File: src/rtl/axilite_pkg.sv
// Shared definitions for the AXI4-Lite CSR bank.
// Contents: response codes, write/read FSM state types, and the word-index
// region decoder that maps a word index onto the RW/RO/TRIG/unmapped ranges.
package axilite_pkg;

  localparam logic [1:0] RESP_OKAY   = 2'b00;
  localparam logic [1:0] RESP_SLVERR = 2'b10;

  typedef enum logic [1:0] {W_IDLE, W_EXEC, W_RESP} wr_state_t;
  typedef enum logic       {R_IDLE, R_RESP}         rd_state_t;

  typedef enum logic [1:0] {REG_RW, REG_RO, REG_TRIG, REG_UNMAPPED} region_t;

  typedef struct packed {
    region_t     region;
    logic [31:0] idx;     // index local to the region
  } decode_t;

  // Regions are laid out back to back: RW first, then RO, then TRIG.
  function automatic decode_t decode_word(input logic [31:0] word,
                                          input int unsigned num_rw,
                                          input int unsigned num_ro,
                                          input int unsigned num_trig);
    decode_t d;
    d.region = REG_UNMAPPED;
    d.idx    = '0;
    if (word < num_rw) begin
      d.region = REG_RW;
      d.idx    = word;
    end else if (word < num_rw + num_ro) begin
      d.region = REG_RO;
      d.idx    = word - num_rw;
    end else if (word < num_rw + num_ro + num_trig) begin
      d.region = REG_TRIG;
      d.idx    = word - num_rw - num_ro;
    end
    return d;
  endfunction

endpackage

File: src/rtl/axilite_slave_if.sv
// AXI4-Lite slave handshake engine: owns the write and read FSMs.
// Ports:
//   clk, rstn             clock, asynchronous active-low reset
//   cbus_aw*/w*/b*        write address, data and response channels
//   cbus_ar*/r*           read address and data channels
//   wr_en/wr_idx/wr_data/wr_strb  single-cycle write strobe to the bank
//   wr_err                bank flags the pending write as illegal
//   rd_en/rd_idx          read request (valid in the AR handshake cycle)
//   rd_data/rd_err        bank read result for rd_idx, same cycle
module axilite_slave_if
  import axilite_pkg::*;
#(
  parameter  int unsigned DATA_W = 32,
  parameter  int unsigned ADDR_W = 8,
  localparam int unsigned STRB_W = DATA_W / 8,
  localparam int unsigned OFF_W  = $clog2(STRB_W),
  localparam int unsigned IDX_W  = ADDR_W - OFF_W
) (
  input  logic              clk,
  input  logic              rstn,
  input  logic [ADDR_W-1:0] cbus_awaddr,
  input  logic              cbus_awvalid,
  output logic              cbus_awready,
  input  logic [DATA_W-1:0] cbus_wdata,
  input  logic [STRB_W-1:0] cbus_wstrb,
  input  logic              cbus_wvalid,
  output logic              cbus_wready,
  output logic [1:0]        cbus_bresp,
  output logic              cbus_bvalid,
  input  logic              cbus_bready,
  input  logic [ADDR_W-1:0] cbus_araddr,
  input  logic              cbus_arvalid,
  output logic              cbus_arready,
  output logic [DATA_W-1:0] cbus_rdata,
  output logic [1:0]        cbus_rresp,
  output logic              cbus_rvalid,
  input  logic              cbus_rready,
  output logic              wr_en,
  output logic [IDX_W-1:0]  wr_idx,
  output logic [DATA_W-1:0] wr_data,
  output logic [STRB_W-1:0] wr_strb,
  input  logic              wr_err,
  output logic              rd_en,
  output logic [IDX_W-1:0]  rd_idx,
  input  logic [DATA_W-1:0] rd_data,
  input  logic              rd_err
);

  wr_state_t wr_state, wr_state_d;
  rd_state_t rd_state, rd_state_d;

  logic              aw_done, aw_done_d;
  logic              w_done, w_done_d;
  logic [IDX_W-1:0]  aw_idx_q;
  logic [DATA_W-1:0] wdata_q;
  logic [STRB_W-1:0] wstrb_q;
  logic              aw_hs, w_hs, ar_hs;

  // Sub-word address bits carry no meaning for word-wide registers.
  logic unused_addr_lsbs;
  assign unused_addr_lsbs = ^{cbus_awaddr[OFF_W-1:0], cbus_araddr[OFF_W-1:0]};

  assign aw_hs = cbus_awvalid && cbus_awready;
  assign w_hs  = cbus_wvalid && cbus_wready;
  assign ar_hs = cbus_arvalid && cbus_arready;

  always_comb begin
    wr_state_d = wr_state;
    aw_done_d  = aw_done;
    w_done_d   = w_done;
    case (wr_state)
      W_IDLE: begin
        if (aw_hs) aw_done_d = 1'b1;
        if (w_hs)  w_done_d  = 1'b1;
        if (aw_done_d && w_done_d) wr_state_d = W_EXEC;
      end
      W_EXEC: wr_state_d = W_RESP;
      W_RESP: begin
        if (cbus_bready) begin
          wr_state_d = W_IDLE;
          aw_done_d  = 1'b0;
          w_done_d   = 1'b0;
        end
      end
      default: wr_state_d = W_IDLE;
    endcase
  end

  // Readies are registered from the next state so they stay low during reset
  // and rise only on the first edge after rstn is released.
  always_ff @(posedge clk or negedge rstn) begin
    if (!rstn) begin
      wr_state     <= W_IDLE;
      aw_done      <= 1'b0;
      w_done       <= 1'b0;
      cbus_awready <= 1'b0;
      cbus_wready  <= 1'b0;
      aw_idx_q     <= '0;
      wdata_q      <= '0;
      wstrb_q      <= '0;
      cbus_bresp   <= RESP_OKAY;
    end else begin
      wr_state     <= wr_state_d;
      aw_done      <= aw_done_d;
      w_done       <= w_done_d;
      cbus_awready <= (wr_state_d == W_IDLE) && !aw_done_d;
      cbus_wready  <= (wr_state_d == W_IDLE) && !w_done_d;
      if (aw_hs) aw_idx_q <= cbus_awaddr[ADDR_W-1:OFF_W];
      if (w_hs) begin
        wdata_q <= cbus_wdata;
        wstrb_q <= cbus_wstrb;
      end
      if (wr_state == W_EXEC) cbus_bresp <= wr_err ? RESP_SLVERR : RESP_OKAY;
    end
  end

  assign cbus_bvalid = (wr_state == W_RESP);
  assign wr_en       = (wr_state == W_EXEC);
  assign wr_idx      = aw_idx_q;
  assign wr_data     = wdata_q;
  assign wr_strb     = wstrb_q;

  always_comb begin
    rd_state_d = rd_state;
    case (rd_state)
      R_IDLE: if (ar_hs) rd_state_d = R_RESP;
      R_RESP: if (cbus_rready) rd_state_d = R_IDLE;
    endcase
  end

  always_ff @(posedge clk or negedge rstn) begin
    if (!rstn) begin
      rd_state     <= R_IDLE;
      cbus_arready <= 1'b0;
      cbus_rdata   <= '0;
      cbus_rresp   <= RESP_OKAY;
    end else begin
      rd_state     <= rd_state_d;
      cbus_arready <= (rd_state_d == R_IDLE);
      if (ar_hs) begin
        cbus_rdata <= rd_data;
        cbus_rresp <= rd_err ? RESP_SLVERR : RESP_OKAY;
      end
    end
  end

  assign cbus_rvalid = (rd_state == R_RESP);
  assign rd_en       = ar_hs;
  assign rd_idx      = cbus_araddr[ADDR_W-1:OFF_W];

endmodule

File: src/rtl/axilite_csr_bank.sv
// AXI4-Lite CSR bank: NUM_RW read-write, NUM_RO read-only and NUM_TRIG
// trigger registers behind an AXI4-Lite slave.
// Ports:
//   clk, rstn          clock, asynchronous active-low reset
//   cbus_*             AXI4-Lite slave channels
//   csr_rw/csr_rw_wr   RW register contents (flattened) and write pulses
//   csr_ro             RO values, sampled on the read handshake
//   csr_trig           one-cycle trigger pulses
//   csr_trig_stat      status returned when a trigger register is read
module axilite_csr_bank
  import axilite_pkg::*;
#(
  parameter  int unsigned DATA_W   = 32,
  parameter  int unsigned ADDR_W   = 8,
  parameter  int unsigned NUM_RW   = 4,
  parameter  int unsigned NUM_RO   = 2,
  parameter  int unsigned NUM_TRIG = 1,
  localparam int unsigned STRB_W   = DATA_W / 8,
  localparam int unsigned IDX_W    = ADDR_W - $clog2(STRB_W)
) (
  input  logic                       clk,
  input  logic                       rstn,
  input  logic [ADDR_W-1:0]          cbus_awaddr,
  input  logic                       cbus_awvalid,
  output logic                       cbus_awready,
  input  logic [DATA_W-1:0]          cbus_wdata,
  input  logic [STRB_W-1:0]          cbus_wstrb,
  input  logic                       cbus_wvalid,
  output logic                       cbus_wready,
  output logic [1:0]                 cbus_bresp,
  output logic                       cbus_bvalid,
  input  logic                       cbus_bready,
  input  logic [ADDR_W-1:0]          cbus_araddr,
  input  logic                       cbus_arvalid,
  output logic                       cbus_arready,
  output logic [DATA_W-1:0]          cbus_rdata,
  output logic [1:0]                 cbus_rresp,
  output logic                       cbus_rvalid,
  input  logic                       cbus_rready,
  output logic [NUM_RW*DATA_W-1:0]   csr_rw,
  output logic [NUM_RW-1:0]          csr_rw_wr,
  input  logic [NUM_RO*DATA_W-1:0]   csr_ro,
  output logic [NUM_TRIG*DATA_W-1:0] csr_trig,
  input  logic [NUM_TRIG*DATA_W-1:0] csr_trig_stat
);

  logic              wr_en, wr_err, rd_en, rd_err;
  logic [IDX_W-1:0]  wr_idx, rd_idx;
  logic [DATA_W-1:0] wr_data, rd_data, strb_mask;
  logic [STRB_W-1:0] wr_strb;
  decode_t           wr_dec, rd_dec;

  logic [NUM_RW-1:0][DATA_W-1:0] rw_q;

  axilite_slave_if #(
    .DATA_W (DATA_W),
    .ADDR_W (ADDR_W)
  ) u_if (
    .clk          (clk),
    .rstn         (rstn),
    .cbus_awaddr  (cbus_awaddr),
    .cbus_awvalid (cbus_awvalid),
    .cbus_awready (cbus_awready),
    .cbus_wdata   (cbus_wdata),
    .cbus_wstrb   (cbus_wstrb),
    .cbus_wvalid  (cbus_wvalid),
    .cbus_wready  (cbus_wready),
    .cbus_bresp   (cbus_bresp),
    .cbus_bvalid  (cbus_bvalid),
    .cbus_bready  (cbus_bready),
    .cbus_araddr  (cbus_araddr),
    .cbus_arvalid (cbus_arvalid),
    .cbus_arready (cbus_arready),
    .cbus_rdata   (cbus_rdata),
    .cbus_rresp   (cbus_rresp),
    .cbus_rvalid  (cbus_rvalid),
    .cbus_rready  (cbus_rready),
    .wr_en        (wr_en),
    .wr_idx       (wr_idx),
    .wr_data      (wr_data),
    .wr_strb      (wr_strb),
    .wr_err       (wr_err),
    .rd_en        (rd_en),
    .rd_idx       (rd_idx),
    .rd_data      (rd_data),
    .rd_err       (rd_err)
  );

  assign wr_dec = decode_word(32'(wr_idx), NUM_RW, NUM_RO, NUM_TRIG);
  assign rd_dec = decode_word(32'(rd_idx), NUM_RW, NUM_RO, NUM_TRIG);
  assign wr_err = !(wr_dec.region == REG_RW || wr_dec.region == REG_TRIG);

  always_comb begin
    strb_mask = '0;
    for (int unsigned b = 0; b < STRB_W; b++)
      strb_mask[b*8 +: 8] = {8{wr_strb[b]}};
  end

  always_ff @(posedge clk or negedge rstn) begin
    if (!rstn) begin
      rw_q <= '0;
    end else if (wr_en && wr_dec.region == REG_RW) begin
      for (int unsigned i = 0; i < NUM_RW; i++)
        if (wr_dec.idx == i) rw_q[i] <= (rw_q[i] & ~strb_mask) | (wr_data & strb_mask);
    end
  end

  assign csr_rw = rw_q;

  // Write-event pulses fire for any write to the register, even with no strobes set.
  always_comb begin
    csr_rw_wr = '0;
    csr_trig  = '0;
    for (int unsigned i = 0; i < NUM_RW; i++)
      csr_rw_wr[i] = wr_en && (wr_dec.region == REG_RW) && (wr_dec.idx == i);
    for (int unsigned t = 0; t < NUM_TRIG; t++)
      if (wr_en && (wr_dec.region == REG_TRIG) && (wr_dec.idx == t))
        csr_trig[t*DATA_W +: DATA_W] = wr_data & strb_mask;
  end

  // rw_q is read before this cycle's write lands, so a colliding read sees the old value.
  always_comb begin
    rd_data = '0;
    rd_err  = 1'b0;
    if (rd_en) begin
      case (rd_dec.region)
        REG_RW:
          for (int unsigned i = 0; i < NUM_RW; i++)
            if (rd_dec.idx == i) rd_data = rw_q[i];
        REG_RO:
          for (int unsigned i = 0; i < NUM_RO; i++)
            if (rd_dec.idx == i) rd_data = csr_ro[i*DATA_W +: DATA_W];
        REG_TRIG:
          for (int unsigned i = 0; i < NUM_TRIG; i++)
            if (rd_dec.idx == i) rd_data = csr_trig_stat[i*DATA_W +: DATA_W];
        default: rd_err = 1'b1;
      endcase
    end
  end

endmodule

File: config.mk
export PLATFORM = sky130hd
export DESIGN_NAME = axilite_csr_bank
export DESIGN_NICKNAME = d
export VERILOG_FILES = /design/src/rtl/axilite_pkg.sv /design/src/rtl/axilite_slave_if.sv /design/src/rtl/axilite_csr_bank.sv
export SDC_FILE = /design/constraint.sdc
export NUM_CORES = 1
export LEC_CHECK = 0
export CORE_MARGIN = 10
export CORE_UTILIZATION = 40
export CTS_CLUSTER_DIAMETER = 50
export DETAILED_ROUTE_END_ITERATION = 8
export PLACE_DENSITY = 0.74
export SLEW_MARGIN = 20
export SYNTH_ARGS = -nofsm -noshare
export SYNTH_HDL_FRONTEND = slang
export SYNTH_SLANG_ARGS = --single-unit
File: constraint.sdc
create_clock -name clk -period 2 [get_ports clk]
set_input_delay 0.3 -clock clk [delete_from_list [all_inputs] [get_ports clk]]
set_output_delay 0.3 -clock clk [all_outputs]
set_load 0.02 [all_outputs]
Word-level counts from Yosys, hierarchy flattened
Cells that the tools add are included.
- bits in registers: 214
- input port bits: 155
- output and inout port bits: 205
- word-level logic and storage cells: 110
- $add $sub $neg: 4
- order comparisons: 6
- eq/ne operators: 11
- multiplexer cells: 33
- bitwise gates (word level): 12
- reductions and logical operators: 27
- operators with widths (kind ; count):
    2-to-1 mux 32 bit ; 8
    AND 32 bit ; 5
    2-to-1 mux 34 bit ; 4
    == test 32 x 2 -> 1 bit, second input constant ; 4
    OR 32 bit ; 4
    case mux 32 bit (3 select lines) ; 1
    2-to-1 mux 33 bit ; 2
    == test 32 x 1 -> 1 bit, second input constant ; 2
    logical NOT 32 bit ; 2
    less-than comparator 6 x 3 -> 1 bit, second input constant ; 6
    inverter 32 bit ; 1
    subtractor 7 x 3 -> 8 bit, second input constant ; 2
    subtractor 6 x 3 -> 7 bit, second input constant ; 2
    logical AND 1 bit ; 13
    2-to-1 mux 1 bit ; 10
    logical NOT 2 bit ; 4
    2-to-1 mux 2 bit ; 4
    AND reduction 2 bit ; 4
    == test 2 bit, second input constant ; 3
    case mux 1 bit (2 select lines) ; 3
    case mux 2 bit (3 select lines) ; 1
    == test 2 x 1 -> 1 bit, second input constant ; 2
    OR reduction 3 bit ; 1
    logical NOT 1 bit ; 2
    other kinds (2) ; 3

Logic depth before layout (Yosys ltp)
Gate-level depths: netlist of run 1.
- word-level depth: 11
- gate-level depth with buffers: 11
- depth with buffers taken out: 8

Hierarchy
A second synthesis of run 1 with hierarchy kept.
- cells, all modules: 789
- area total of the unflattened synthesis: 10446.3 um^2
- by module, submodules not included (module ; instances ; cells an instance ; area each (um^2) ; sequential area each (um^2)):
    axilite_csr_bank ; 1 ; 587 ; 7186.9 ; 3203.1
    axilite_slave_if ; 1 ; 202 ; 3259.4 ; 2102.0

Worst setup path after synthesis of run 1
Ideal clock, no wire load.
- path kind: input -> register
- start point: in cbus_araddr[3]
- end point: reg u_if.cbus_rdata[17]
- library setup time: 0.126 ns
- arrival: 2.572 ns
- path slack: -0.698 ns
- stages: 11
- path through: inv_1 clkbuf_1 ha_1 and3b_1 o21ai_1 a21oi_2 and4_4 buf_4 buf_6 a221o_1 a221o_1
- cells in the longest elaborated chain, start to end: 11
- RTL lines (element ; line ; text):
    start, declared ; axilite_csr_bank.sv:33 ; input logic [ADDR_W-1:0] cbus_araddr,
    subtractor 6 x 3 -> 7 bit ; axilite_pkg.sv:32, axilite_pkg.sv:35 ;
    subtractor 7 x 3 -> 8 bit ; axilite_pkg.sv:35 ; d.idx = word - num_rw - num_ro;
    2-to-1 mux 33 bit ; axilite_pkg.sv:33 ; end else if (word < num_rw + num_ro + num_trig) begin
    2-to-1 mux 34 bit ; axilite_pkg.sv:30 ; end else if (word < num_rw + num_ro) begin
    2-to-1 mux 34 bit * ; axilite_pkg.sv:27 ; if (word < num_rw) begin
    logical NOT 32 bit ; axilite_csr_bank.sv:129, axilite_csr_bank.sv:132, axilite_csr_bank.sv:135 ;
    2-to-1 mux 32 bit (4 in a row) ; axilite_csr_bank.sv:129 ; if (rd_dec.idx == i) rd_data = rw_q[i];
    case mux 32 bit (3 select lines) * ; axilite_csr_bank.sv:126 ; case (rd_dec.region)
    end signal, assigned ; axilite_slave_if.sv:141 ; cbus_rdata <= rd_data;
    end, declared ; axilite_slave_if.sv:34 ; output logic [DATA_W-1:0] cbus_rdata,
Mark *: on every way between the ends. The rest lies on a longest branch, timed or not.
A chain may end at the register's enable or synchronous reset.

Worst setup path in the final report of run 1
- start point: reg u_if.aw_idx_q[3], in the netlist u_if.wr_idx[3]
- end point: out csr_trig[7]
- cells in the longest elaborated chain, start to end: 8
- RTL lines (element ; line ; text):
    start, declared ; axilite_slave_if.sv:54 ; logic [IDX_W-1:0] aw_idx_q;
    start signal, assigned ; axilite_slave_if.sv:108 ; if (aw_hs) aw_idx_q <= cbus_awaddr[ADDR_W-1:OFF_W];
    subtractor 6 x 3 -> 7 bit or less-than comparator 6 x 3 -> 1 bit (tied branches) ; axilite_pkg.sv:32, axilite_pkg.sv:35, axilite_pkg.sv:33 ;
    subtractor 7 x 3 -> 8 bit or 2-to-1 mux 33 bit (tied branches) ; axilite_pkg.sv:35, axilite_pkg.sv:33 ;
    2-to-1 mux 33 bit or 2-to-1 mux 34 bit (tied branches) ; axilite_pkg.sv:33, axilite_pkg.sv:30 ;
    2-to-1 mux 34 bit (on tied branches) ; axilite_pkg.sv:30, axilite_pkg.sv:27 ;
    2-to-1 mux 34 bit * ; axilite_pkg.sv:27 ;
    logical NOT 32 bit or logical AND 1 bit (tied branches) ; axilite_csr_bank.sv:117 ; if (wr_en && (wr_dec.region == REG_TRIG) && (wr_dec.idx == t))
    logical AND 1 bit * ; axilite_csr_bank.sv:117 ;
    2-to-1 mux 32 bit * ; axilite_csr_bank.sv:117 ;
    end, declared ; axilite_csr_bank.sv:43 ; output logic [NUM_TRIG*DATA_W-1:0] csr_trig,
Marked as above.

==> metrics.csv, run 1 <==
stage,metric,value,unit
route,vias,9137,
clocking,CTS tree,yes,
logic_synthesis,synth warn,0,
place,number of buffers added on ports,353,
setup_path,Crit path largest cell delay,0.50,ns
setup_path,worst endpoint data arrival time,2.63,ns
route,# DRC,0,
route,vias per cell,5.689,
setup_path,Startpoint Class,flop,
sta,hold slack,0.3123,ns
floorplanning,Core Footprint,0.02511,mm^2
clocking,Sink Count,212,
floorplanning,DIE HEIGHT,179.5,um
route,iteration-0 DRC count of the detailed router,687,
clocking,Num CTS Buffers,27,
logic_synthesis,mapped cell area,0.01017,mm^2
place,placed insts,1521,
sta,Slew HR,0.6174,
layout,area growth from synthesis to layout,63.24,%
place,gpl congestion,0.8738,
floorplanning,Initial Util,0.4050,
setup_path,Worst Reg-to-Reg Cells,11,
sta,fin crit period,2.933,ns
sta,setup ws final,-0.9329,ns
floorplanning,cell row count,58,
global_routing,initial antenna violation count,2,
logic_synthesis,Syn Inst Count,809,
logic_synthesis,post-synth top area share,0.5217,
setup_path,CP Depth,8,
place,dpl ws,-0.9942,ns
layout,layout cells sized above 1,0.3728,
global_routing,GRT overflow,0,
setup_path,number of buffers and inverters on the critical path,5,
sta,final setup fails,170,
sta,clk_skew,0.02335,ns
clocking,H-tree levels,1,
clocking,"CTS clk-pin slew, worst paths",0.06,ns
logic_synthesis,Post-synth top cells,"212 x dfrtp_1, 181 x mux2_2, 53 x nand2_1, 51 x a221o_1, 37 x and3_1",
logic_synthesis,#FFs+latches synth,212,
outcome,run status,finished with violations,
setup_path,crit path cell chain,"buf_6, or4_4, nor4_4, buf_4, buf_8, buf_8, and3_4, buf_6",
sta,final hold vios,0,
sta,Final period util,1.466,
setup_path,Reg2Reg Launch Point,u_if.wr_idx[3],
hold_path,hold crit path type,in -> async,
layout,post-route cell area,0.01660,mm^2
logic_synthesis,post-synth cell types,50,
clocking,maximum root-to-sink buffer count,3,
place,DP HPWL,30550,um
setup_path,Crit path max-delay family,simple AND/OR/NAND/NOR gates,
sta,fmax,341.0,MHz
setup_path,CP max-delay cell,or4_4,
logic_synthesis,post-synthesis average cell area,12.57,um^2
setup_path,R2R Setup Slk,-0.50,ns
global_routing,first-pass GRT wire length,64110,um
place,Post-DP Area,0.01496,mm^2
sta,Slew @ Worst Pin,0.5725,ns
global_routing,pin count of the biggest net entering global routing,64,
setup_path,critical path peak fanout,5,
route,total wire length,42520,um
floorplanning,# IOs,360,
clocking,clock root buffer master,clkbuf_16,
sta,RSZ-0062 raised after global routing,yes,
sta,max-slew violations,0,
logic_synthesis,most common cell in the netlist,dfrtp_1,
layout,number of fill cells in the layout,1869,
setup_path,Required @ worst endpoint,1.70,ns
logic_synthesis,number of synthesized flops with an enable pin,0,
setup_path,CP endpoint kind,output pin,
sta,Final TNS setup,-81.17,ns
setup_path,WS Path Type,reg -> out,
floorplanning,die width,179.5,um
floorplanning,Die Footprint,0.03220,mm^2
logic_synthesis,cell taking the most area after synthesis,dfrtp_1,
power,LEAKAGE,7.304,nW
global_routing,vias in the first global route,9789,
route,antenna-violating nets left,0,
power,Peak VDD IR,0.001017,V
layout,fin cells,1606,
layout,nets@finish,1419,
clocking,Clock Latency Late Sink,0.54,ns
job,max cap viols,0,
logic_synthesis,top post-synthesis cells by area,"dfrtp_1 52%, mux2_2 20%, a221o_1 5.0%, and3_1 2.3%, nand2_1 2.0%",
route,Detailed Routing Iterations Pass 1,5,
logic_synthesis,predominant post-synthesis flop cell,dfrtp_1,
route,DR WL/cell,26.48,um
logic_synthesis,ys async rst share,1.000,
power,Pwr Density,1142,mW/mm^2
outcome,failing checks,setup timing,
logic_synthesis,post-synthesis sequential area ratio,0.5217,
global_routing,Total GRT Usage,0.2516,
==> what timing repair did <==
action / CTS / global route
gates resized for setup: 265 / 44
cloned: 4 / 0
pin swaps: 23 / 14
hold endpoints to repair: 55 / 0
buffers inserted: 35 / 6
setup endpoints to repair: 197 / 197
hold buffers: 1 / 0
==> layout make-up <==
class	count	area, um^2	share of cell area
Antenna cell	2	5.005	0.0003015
Clock buffer	33	728.2	0.04386
Clock inverter	12	122.6	0.007386
Inverter	11	45.04	0.002713
Multi-Input combinational cell	535	5174	0.3117
Sequential cell	212	5306	0.3196
Tap cell	330	412.9	0.02487
Timing Repair Buffer	471	4807	0.2896
==> metal layers <==
metal	GRT usage	up-vias	wire length [um]
met5	0	-	0
met4	0.07774	0	1279
met3	0.07651	64	3512
met2	0.4129	424	20380
met1	0.3110	4641	17350
li1	-	4008	-
==> worst max-delay path by stage <==
stage,endpoint,start
after CTS,csr_trig[8],u_if.wr_state[1]
after detailed placement,u_if.cbus_rdata[13],cbus_araddr[3]
after global routing,csr_trig[12],u_if.wr_idx[3]
final,csr_trig[7],u_if.wr_idx[3]
after floorplan,u_if.cbus_rdata[11],cbus_araddr[3]
after global placement,u_if.cbus_rdata[29],cbus_araddr[3]
==> logic make-up (layout without fill, tap and decap cells) <==
family	after synthesis	count (layout)	synth area share
compound gates	161	161	0.1329
other cells	1	4	0.0003687
mux	203	203	0.2226
xor+xnor	1	1	0.0008614
fa+ha+maj	6	6	0.007382
flops	212	212	0.5217
buf+inv	63	527	0.02744
simple gates	162	162	0.08686
==> worst register-to-register path: cells and delay by family (launching register included) <==
family        cells  cell delay (ns)
flops             1             0.38
buf+inv           6             0.77
simple gates      4             0.93
mux               1             0.30
==> report_power, final <==
group          total (mW)  switching [mW]  internal [mW]
sequential           7.23            1.54           5.68
clock                4.67            1.94           2.73
combinational        7.07            3.40           3.67
total                19.0            6.88           12.1
==> cells in the final DEF, fill, tap and decap left out, types with 23 or more instances in the layout <==
cell type        instances
clkdlybuf4s50_1        309
dfrtp_1                211
mux2_2                 181
buf_4                   79
buf_6                   54
a221o_1                 51
nand2_1                 35
and3_4                  35
clkbuf_16               27
a21oi_1                 23
==> per-stage QoR <==
step | power [mW] | utilization
after CTS | 18.96 | 0.6551
after global routing | 19.81 | 0.6612
after global placement | 13.89 | 0.5956
final | 18.96 | 0.6612
after detailed placement | 14.05 | 0.5956
after floorplan | 10.21 | -
Power figures use the tool's default switching activity.
==> inputs of run 2 (changes only) <==
GPL_TIMING_DRIVEN = 0   (was default)
SETUP_SLACK_MARGIN = 0.3   (was default)
==> run 2 against run 1 <==
  * The run still ends with setup timing left
  * Largest power group unchanged
  * Sequential power is 2% higher
  * Non-clock buffer count is 2 higher
  * Via count is 1.1% higher
  * Final area is 3.3% higher
  * Hold slack worse by 0.13 ns
  * Flip-flop and latch count stayed put
  * Critical path depth stayed put
  * First-iteration DRC count is 12% lower
  * Clock skew is 0.0086 ns lower
  * Core utilization is 2.2 points higher
==> metrics.csv, run 2 (synthesis gave the netlist of run 1 again) <==
stage,metric,value,unit
global_routing,initial antenna violation count,2,
route,vias,9233,
route,# DRC,0,
hold_path,hold crit path type,in -> async,
layout,area growth from synthesis to layout,68.69,%
clocking,Num CTS Buffers,27,
sta,setup ws final,-0.9321,ns
clocking,Clock Latency Late Sink,0.54,ns
route,DR WL/cell,27.69,um
clocking,"CTS clk-pin slew, worst paths",0.06,ns
floorplanning,Core Footprint,0.02511,mm^2
route,total wire length,44590,um
layout,post-route cell area,0.01716,mm^2
job,max cap viols,0,
place,DP HPWL,31210,um
layout,fin cells,1610,
place,number of buffers added on ports,353,
floorplanning,# IOs,360,
floorplanning,Initial Util,0.4050,
power,Pwr Density,1127,mW/mm^2
sta,final hold vios,0,
power,Peak VDD IR,0.0008184,V
route,antenna-violating nets left,0,
floorplanning,DIE HEIGHT,179.5,um
sta,RSZ-0062 raised after global routing,yes,
clocking,H-tree levels,1,
global_routing,GRT overflow,0,
place,gpl congestion,0.8977,
layout,most frequent cells in the layout,"208 x dfrtp_1, 176 x mux2_2, 145 x clkdlybuf4s50_1",
floorplanning,cell row count,58,
place,Post-DP Area,0.01466,mm^2
layout,Util after Layout,0.6832,
clocking,clock root buffer master,clkbuf_16,
layout,"commonest non-fill, non-tap cell in the layout",dfrtp_1,
power,LEAKAGE,9.198,nW
sta,clk_skew,0.01474,ns
sta,Final period util,1.466,
sta,Slew HR,0.4866,
setup_path,worst endpoint data arrival time,2.63,ns
sta,max-slew violations,0,
setup_path,WS Path Type,reg -> out,
global_routing,vias in the first global route,9706,
sta,Final TNS setup,-116.91,ns
setup_path,Required @ worst endpoint,1.70,ns
layout,nets@finish,1421,
setup_path,CP endpoint kind,output pin,
outcome,run status,finished with violations,
layout,number of fill cells in the layout,1850,
sta,fmax,341.1,MHz
sta,Slew @ Worst Pin,0.7701,ns
global_routing,Total GRT Usage,0.2564,
clocking,Sink Count,212,
clocking,maximum root-to-sink buffer count,3,
clocking,CTS tree,yes,
place,placed insts,1495,
route,Detailed Routing Iterations Pass 1,7,
setup_path,Startpoint Class,flop,
global_routing,pin count of the biggest net entering global routing,99,
outcome,failing checks,setup timing,
floorplanning,die width,179.5,um
layout,layout cells sized above 1,0.3847,
power,total chip power,19.34,mW
sta,fin crit period,2.932,ns
floorplanning,Die Footprint,0.03220,mm^2
setup_path,critical path peak fanout,10,
global_routing,first-pass GRT wire length,64240,um
route,iteration-0 DRC count of the detailed router,605,
route,vias per cell,5.735,
sta,hold slack,0.1864,ns
sta,final setup fails,195,
place,dpl ws,-2.192,ns
## run 2: final timing paths
path	start	endpoint	slack (ns)	depth (start not counted)
hold reg to reg	u_if.cbus_rvalid	u_if.cbus_rvalid	0.49	1
hold / removal	rstn	u_if.wr_idx[4]	0.19	2
min in group clk	cbus_araddr[4]	u_if.cbus_rdata[4]	0.19	4
setup / recovery	u_if.wr_state[1]	csr_trig[27]	-0.93	8
setup reg to reg	u_if.wr_state[1]	flop	-0.73	13
max in group asynchronous	rstn	async pin	1.00	3
## run 2: area by class of cell
cell class              count  area (um^2)  area share
clock buffers              28        679.4     0.03960
diodes                      1        2.502   0.0001459
plain buffers              51        525.5     0.03063
multi-input cells         535         5415      0.3157
repair buffers            422         4482      0.2613
flip-flops and latches    212         5310      0.3095
inverters                  11        50.05    0.002917
well taps                 330        412.9     0.02407
clock inverters            20        277.8     0.01619
## run 2: what timing repair did
action	4_1_cts	5_1_grt
pin swaps	27	39
endpoints found under the hold margin	99	0
hold buffers	1	0
gates cloned	4	0
resized for setup	482	134
setup endpoints to repair	395	280
buffers inserted	43	19
## run 2: per-layer routing
metal  up-vias  wire [um]  track usage
li1       4026          -            -
met1      4691      17670       0.3074
met2       429      21870       0.4378
met3        85       3836      0.07972
met4         2       1192      0.06451
met5         -         18            0
## run 2: power breakdown
group | switching [mW] | internal [mW]
Combinational | 3.40 | 3.32
Sequential | 1.70 | 5.68
Clock | 1.98 | 3.26
Total | 7.08 | 12.3
## run 2: critical path: stages, from the launching register on
cell and delay (ns):
dfrtp_1 0.40, nand2b_4 0.15, or4_4 0.42, buf_8 0.14, nor4_4 0.27, buf_6 0.20
clkbuf_16 0.19, and3_4 0.20, buf_6 0.12
